[src/rtl/twiddle_rom_if.sv]
// Twiddle ROM request/response bundle.
// Exponent in with stall; twiddle factor out.
interface twiddle_rom_if #(
  parameter int R = 5,
  parameter int W = 16
);
  logic                i_valid;
  logic [R-2:0]        i_exponent;
  logic                i_stall;
  logic                o_valid;
  logic signed [W-1:0] o_wr;
  logic signed [W-1:0] o_wi;

  modport master (
    output i_valid,
    output i_exponent,
    output i_stall,
    input  o_valid,
    input  o_wr,
    input  o_wi
  );

  modport slave (
    input  i_valid,
    input  i_exponent,
    input  i_stall,
    output o_valid,
    output o_wr,
    output o_wi
  );
endinterface

[src/rtl/twiddle_rom.sv]
// Radix-2 FFT twiddle ROM: quarter-wave cosine table
// with symmetry folding, two register stages, stall.
module twiddle_rom #(
  parameter int R = 5,
  parameter int N = 32,
  parameter int W = 16
) (
  input logic         i_clk,
  input logic         i_rst,
  twiddle_rom_if.slave bus
);
  localparam int  Q  = N / 4;
  localparam int  AW = R - 1;
  localparam real PI = 3.14159265358979323846;

  typedef logic signed [W-1:0] tbl_t [0:Q];

  // cos(x) by Taylor series, x in [0, pi/2]; round half up (values >= 0)
  function automatic tbl_t build_tbl();
    tbl_t t;
    real  x;
    real  term;
    real  sum;
    for (int m = 0; m <= Q; m++) begin
      x    = 2.0 * PI * m / N;
      sum  = 1.0;
      term = 1.0;
      for (int n = 1; n <= 20; n++) begin
        term = -term * x * x / ((2 * n - 1) * (2 * n));
        sum  = sum + term;
      end
      t[m] = W'($rtoi(sum * (2.0 ** (W - 2)) + 0.5));
    end
    t[0] = W'(1 << (W - 2));
    t[Q] = '0;
    return t;
  endfunction

  localparam tbl_t TBL = build_tbl();

  localparam logic [AW-1:0] QA = AW'(Q);
  localparam logic [AW-1:0] HA = AW'(N / 2);

  logic [AW-1:0] k;
  logic [AW-1:0] ar_d;
  logic [AW-1:0] ai_d;
  logic          nr_d;
  logic          ni_d;

  assign k = bus.i_exponent;

  always_comb begin
    ar_d = '0;
    ai_d = '0;
    nr_d = 1'b0;
    ni_d = 1'b0;
    unique case (1'b1)
      (k <= QA): begin
        ar_d = k;
        nr_d = 1'b0;
        ai_d = QA - k;
        ni_d = 1'b1;
      end
      default: begin
        // HA wraps to 0 in AW bits: still yields N/2-k
        ar_d = HA - k;
        nr_d = 1'b1;
        ai_d = k - QA;
        ni_d = 1'b1;
      end
    endcase
  end

  logic          s1_valid;
  logic [AW-1:0] s1_ar;
  logic [AW-1:0] s1_ai;
  logic          s1_nr;
  logic          s1_ni;

  always_ff @(posedge i_clk) begin
    if (i_rst) begin
      s1_valid <= 1'b0;
      s1_ar    <= '0;
      s1_ai    <= '0;
      s1_nr    <= 1'b0;
      s1_ni    <= 1'b0;
    end else if (!bus.i_stall) begin
      s1_valid <= bus.i_valid;
      s1_ar    <= ar_d;
      s1_ai    <= ai_d;
      s1_nr    <= nr_d;
      s1_ni    <= ni_d;
    end
  end

  logic signed [W-1:0] tr;
  logic signed [W-1:0] ti;

  assign tr = TBL[s1_ar];
  assign ti = TBL[s1_ai];

  always_ff @(posedge i_clk) begin
    if (i_rst) begin
      bus.o_valid <= 1'b0;
      bus.o_wr    <= '0;
      bus.o_wi    <= '0;
    end else if (!bus.i_stall) begin
      bus.o_valid <= s1_valid;
      if (s1_valid) begin
        bus.o_wr <= s1_nr ? -tr : tr;
        bus.o_wi <= s1_ni ? -ti : ti;
      end
    end
  end
endmodule

[src/flat_wrapper.sv]
// flat-port wrapper written by rule: the top's interface ports become plain ports
module twiddle_rom_flat 
#(
  parameter int R = 5,
  parameter int N = 32,
  parameter int W = 16
)
  (i_clk, i_rst, bus_i_valid, bus_i_exponent, bus_i_stall, bus_o_valid, bus_o_wr, bus_o_wi);
  twiddle_rom_if #(.R(R), .W(W)) bus_i ();
  input logic i_clk;
  input logic i_rst;
  input wire logic [$bits(bus_i.i_valid)-1:0] bus_i_valid;
  input wire logic [$bits(bus_i.i_exponent)-1:0] bus_i_exponent;
  input wire logic [$bits(bus_i.i_stall)-1:0] bus_i_stall;
  output wire logic [$bits(bus_i.o_valid)-1:0] bus_o_valid;
  output wire logic [$bits(bus_i.o_wr)-1:0] bus_o_wr;
  output wire logic [$bits(bus_i.o_wi)-1:0] bus_o_wi;
  assign bus_i.i_valid = bus_i_valid;
  assign bus_i.i_exponent = bus_i_exponent;
  assign bus_i.i_stall = bus_i_stall;
  assign bus_o_valid = bus_i.o_valid;
  assign bus_o_wr = bus_i.o_wr;
  assign bus_o_wi = bus_i.o_wi;
  twiddle_rom #(.R(R), .N(N), .W(W)) u_core (.i_clk(i_clk), .i_rst(i_rst), .bus(bus_i));
endmodule
[config.mk]
export PLATFORM = sky130hd
export DESIGN_NAME = twiddle_rom_flat
export DESIGN_NICKNAME = d
export VERILOG_FILES = /design/src/rtl/twiddle_rom_if.sv /design/src/rtl/twiddle_rom.sv /design/src/flat_wrapper.sv
export SDC_FILE = /design/constraint.sdc
export NUM_CORES = 1
export LEC_CHECK = 0
export ABC_AREA = 1
export BUFFER_PORTS_ARGS = -buffer_cell sky130_fd_sc_hd__buf_2
export CORE_MARGIN = 2
export CORE_UTILIZATION = 50
export DETAILED_ROUTE_END_ITERATION = 16
export HOLD_SLACK_MARGIN = 0.03
export PLACE_DENSITY = 0.83
export SETUP_SLACK_MARGIN = 0.4
export SYNTH_ARGS = -nofsm -noshare
export SYNTH_HDL_FRONTEND = slang
export SYNTH_SLANG_ARGS = --single-unit
[constraint.sdc]
create_clock -name i_clk -period 4.8 [get_ports i_clk]
set_clock_uncertainty 0.15 [all_clocks]
set_input_delay 0.24 -clock i_clk [delete_from_list [all_inputs] [get_ports i_clk]]
set_output_delay 0.24 -clock i_clk [all_outputs]
set_load 0.01 [all_outputs]
==> metrics.cfg <==
[status]
status=finished clean

[placement]
hpwl_mm=5.02
globalplace.congestion=0.903
place_ws_ns=2.25
portBuffers=40

[detailed_routing]
num_vias=2825
drc_errors=0
drt_iter0_drc=201
avgViaCountPerCell=5.22
wl_per_cell_um=12.7
antenna_left=0
drt-pass1-iter-count=4
drt_wl_total_mm=6.88

[global_routing]
grtUsageTotal_pct=22.8
grt_max_degree=55
grt_pass1_wl_mm=11.6
grt_pass1_vias=2491
antenna_found_initial=0
globalRouteOverflowTotal=0

[layout]
fin_util_pct=56.9
drive_gt1_share_pct=18.3
nNetsFinal=489
antenna_cells=0
fillerInstances=560
mostFrequentLayoutCell=nand2_1
area_delta_synth_final_pct=8.42
final_cell_mix=91 x nand2_1, 54 x nor2_1, 47 x inv_1, 43 x dfxtp_1, 40 x buf_2

[synthesis]
synth.area.mux_share_pct=0
synth.cell_area_sq_um=2940
synth_cells=440
synth-xor-area-share_pct=3.28
yosysUniqueCellTypes=33
syn_nets=461
synth_simple_gate_area_share_pct=35.4
yosysWarnings=0
synth-compound-area-share_pct=14.4
synth_top_family_by_area=simple AND/OR/NAND/NOR gates
syn_avg_cell_area_sq_um=6.69
synth_seq_area_share_pct=29.3
ys_seq_elements=43
synth_fa_ha_area_share_pct=5.53

[clocking]
postCtsSetupRepairBufs=0
clkTransAtPathRegs_ns=0.08
clock-sinks=43
clk_latency_ns=0.30
cts_max_level=2
cts_root_buffer=clkbuf_8
cts_buffer_depth=2
cts_buffers=5
cts_tree=yes

[critical_path]
cp.required_ns=4.86
start_kind=flip-flop
critical_path_class=flip-flop to flip-flop
endpoint_kind=flip-flop
critPathMaxFanout=11
cp_data_arrival_time_ns=2.63
reg2reg_depth=15

[sta]
slew_headroom_pct=48.0
rsz0062_at_grt=no
tightest_slew_ns=0.779
fin_crit_sh_pct=53.6
finalSetupTns_ns=0
whs_ns=0.103
hold_viol_final=0
timing_max_transition_violations_final=0
fmax_ghz=0.389
setup_viol=0
layout_setup_ws_ns=2.23
timing.final.crit_period_ns=2.57

[die]
die_w_um=80.7
core_sq_um=5610
start_util_pct=52.5
io_pins=41
num_rows=27
die_area_sq_um=6510
die_height_um=80.7

[power_and_ir_drop]
p_leak_nw=1.64
p_per_area_nw_per_um2=288
irDropWorstVdd_mv=0.145

[worst_hold_path]
min_path_cells=3
hp-class=primary input to flip-flop

[run]
drv_cap=0

-- flip-flops by register name, indices dropped and copies added, names as in the netlist --
register / flops
u_core.bus.o_valid: 1
u_core.bus.o_wi: 16
u_core.s1_valid: 1
u_core.s1_ni: 1
u_core.s1_ar: 3
u_core.s1_ai: 4
u_core.s1_nr: 1
u_core.bus.o_wr: 16
-- metrics by stage --
step / std cells / area (sq um) / power (mW)
after floorplan: 440 / 2940 / 0.629
after global placement: 532 / 3090 / 0.682
after detailed placement: 532 / 3090 / 0.685
after CTS: 541 / 3190 / 0.922
after global routing: 541 / 3190 / 0.982
final: 541 / 3190 / 0.919
-- what timing repair did --
action                                  CTS  global route
gates resized for setup                   0             0
endpoints found under the setup margin    0             0
endpoints found under the hold margin     1             0
hold buffers                              1             0
-- power breakdown --
part / total (mW) / switching (mW) / internal (mW)
sequential: 0.400 / 0.0226 / 0.377
combinational: 0.282 / 0.184 / 0.0981
clock: 0.237 / 0.135 / 0.101
total: 0.919 / 0.342 / 0.577
-- cells by family (layout without fill, tap and decap cells) --
family,after synthesis,in the layout
and+or+nand+nor,219,219
adders and majority gates,13,13
buffers and inverters,75,104
DFF,43,43
xor gates and xnor gates,11,11
AOI/OAI and AO/OA,79,79
-- final timing paths --
check,startpoint,end,slack (ns)
worst max-delay path,u_core.s1_ai[0],u_core.bus.o_wi[12],2.23
worst min-delay path,bus_i_exponent[0],u_core.s1_ai[0],0.10
worst max register to register,u_core.s1_ai[0],u_core.bus.o_wi[12],2.23
worst min register to register,u_core.bus.o_wi[1],u_core.bus.o_wi[1],0.31
-- cell usage after synthesis, drive strengths merged --
library cell	n	area [sq um]
clkinv	1	3.75
xor2	8	70.1
xnor2	3	26.3
dfxtp	43	861
buf	10	104
nand4	9	56.3
nor2	63	283
inv	54	213
o221ai	3	26.3
nand3	41	258
o21ai	40	208
o211ai	2	15.0
clkbuf	10	37.5
nand3b	4	30.0
nor3	1	10.0
nand2	101	404
a21oi	32	160
a31oi	1	6.26
a211oi	1	7.51
ha	13	163
-- final cells by class --
cell class / count / area (sq um) / share of cell area (%)
Inverter: 55 / 216 / 6.79
Multi-Input combinational cell: 322 / 1720 / 54.0
Clock buffer: 5 / 68.8 / 2.16
Tap cell: 72 / 90.1 / 2.82
Clock inverter: 3 / 20.0 / 0.628
Sequential cell: 43 / 861 / 27.0
Timing Repair Buffer: 41 / 210 / 6.59
-- routing by layer --
metal  share of wire [%]  track usage (%)  wire length (um)
met1                  51             32.8              3500
met2                  43             34.2              2940
met3                 5.3             4.83               367
met4                 1.1             6.78                78
met5                   0                0                 0
-- critical path, cell delays in order, from the launching register on --
cell and delay (ns):
dfxtp_1 0.56, inv_2 0.17, ha_1 0.34, inv_1 0.08, nand2_1 0.05, nand3_1 0.16, ha_1 0.19, inv_1 0.05
nor2_2 0.14, nand3_1 0.10, nand2_2 0.10, nand2_1 0.08, nand2_1 0.06, nand2_1 0.06, o21ai_1 0.15, inv_1 0.05
No activity file was read; power rests on OpenSTA's default activity.
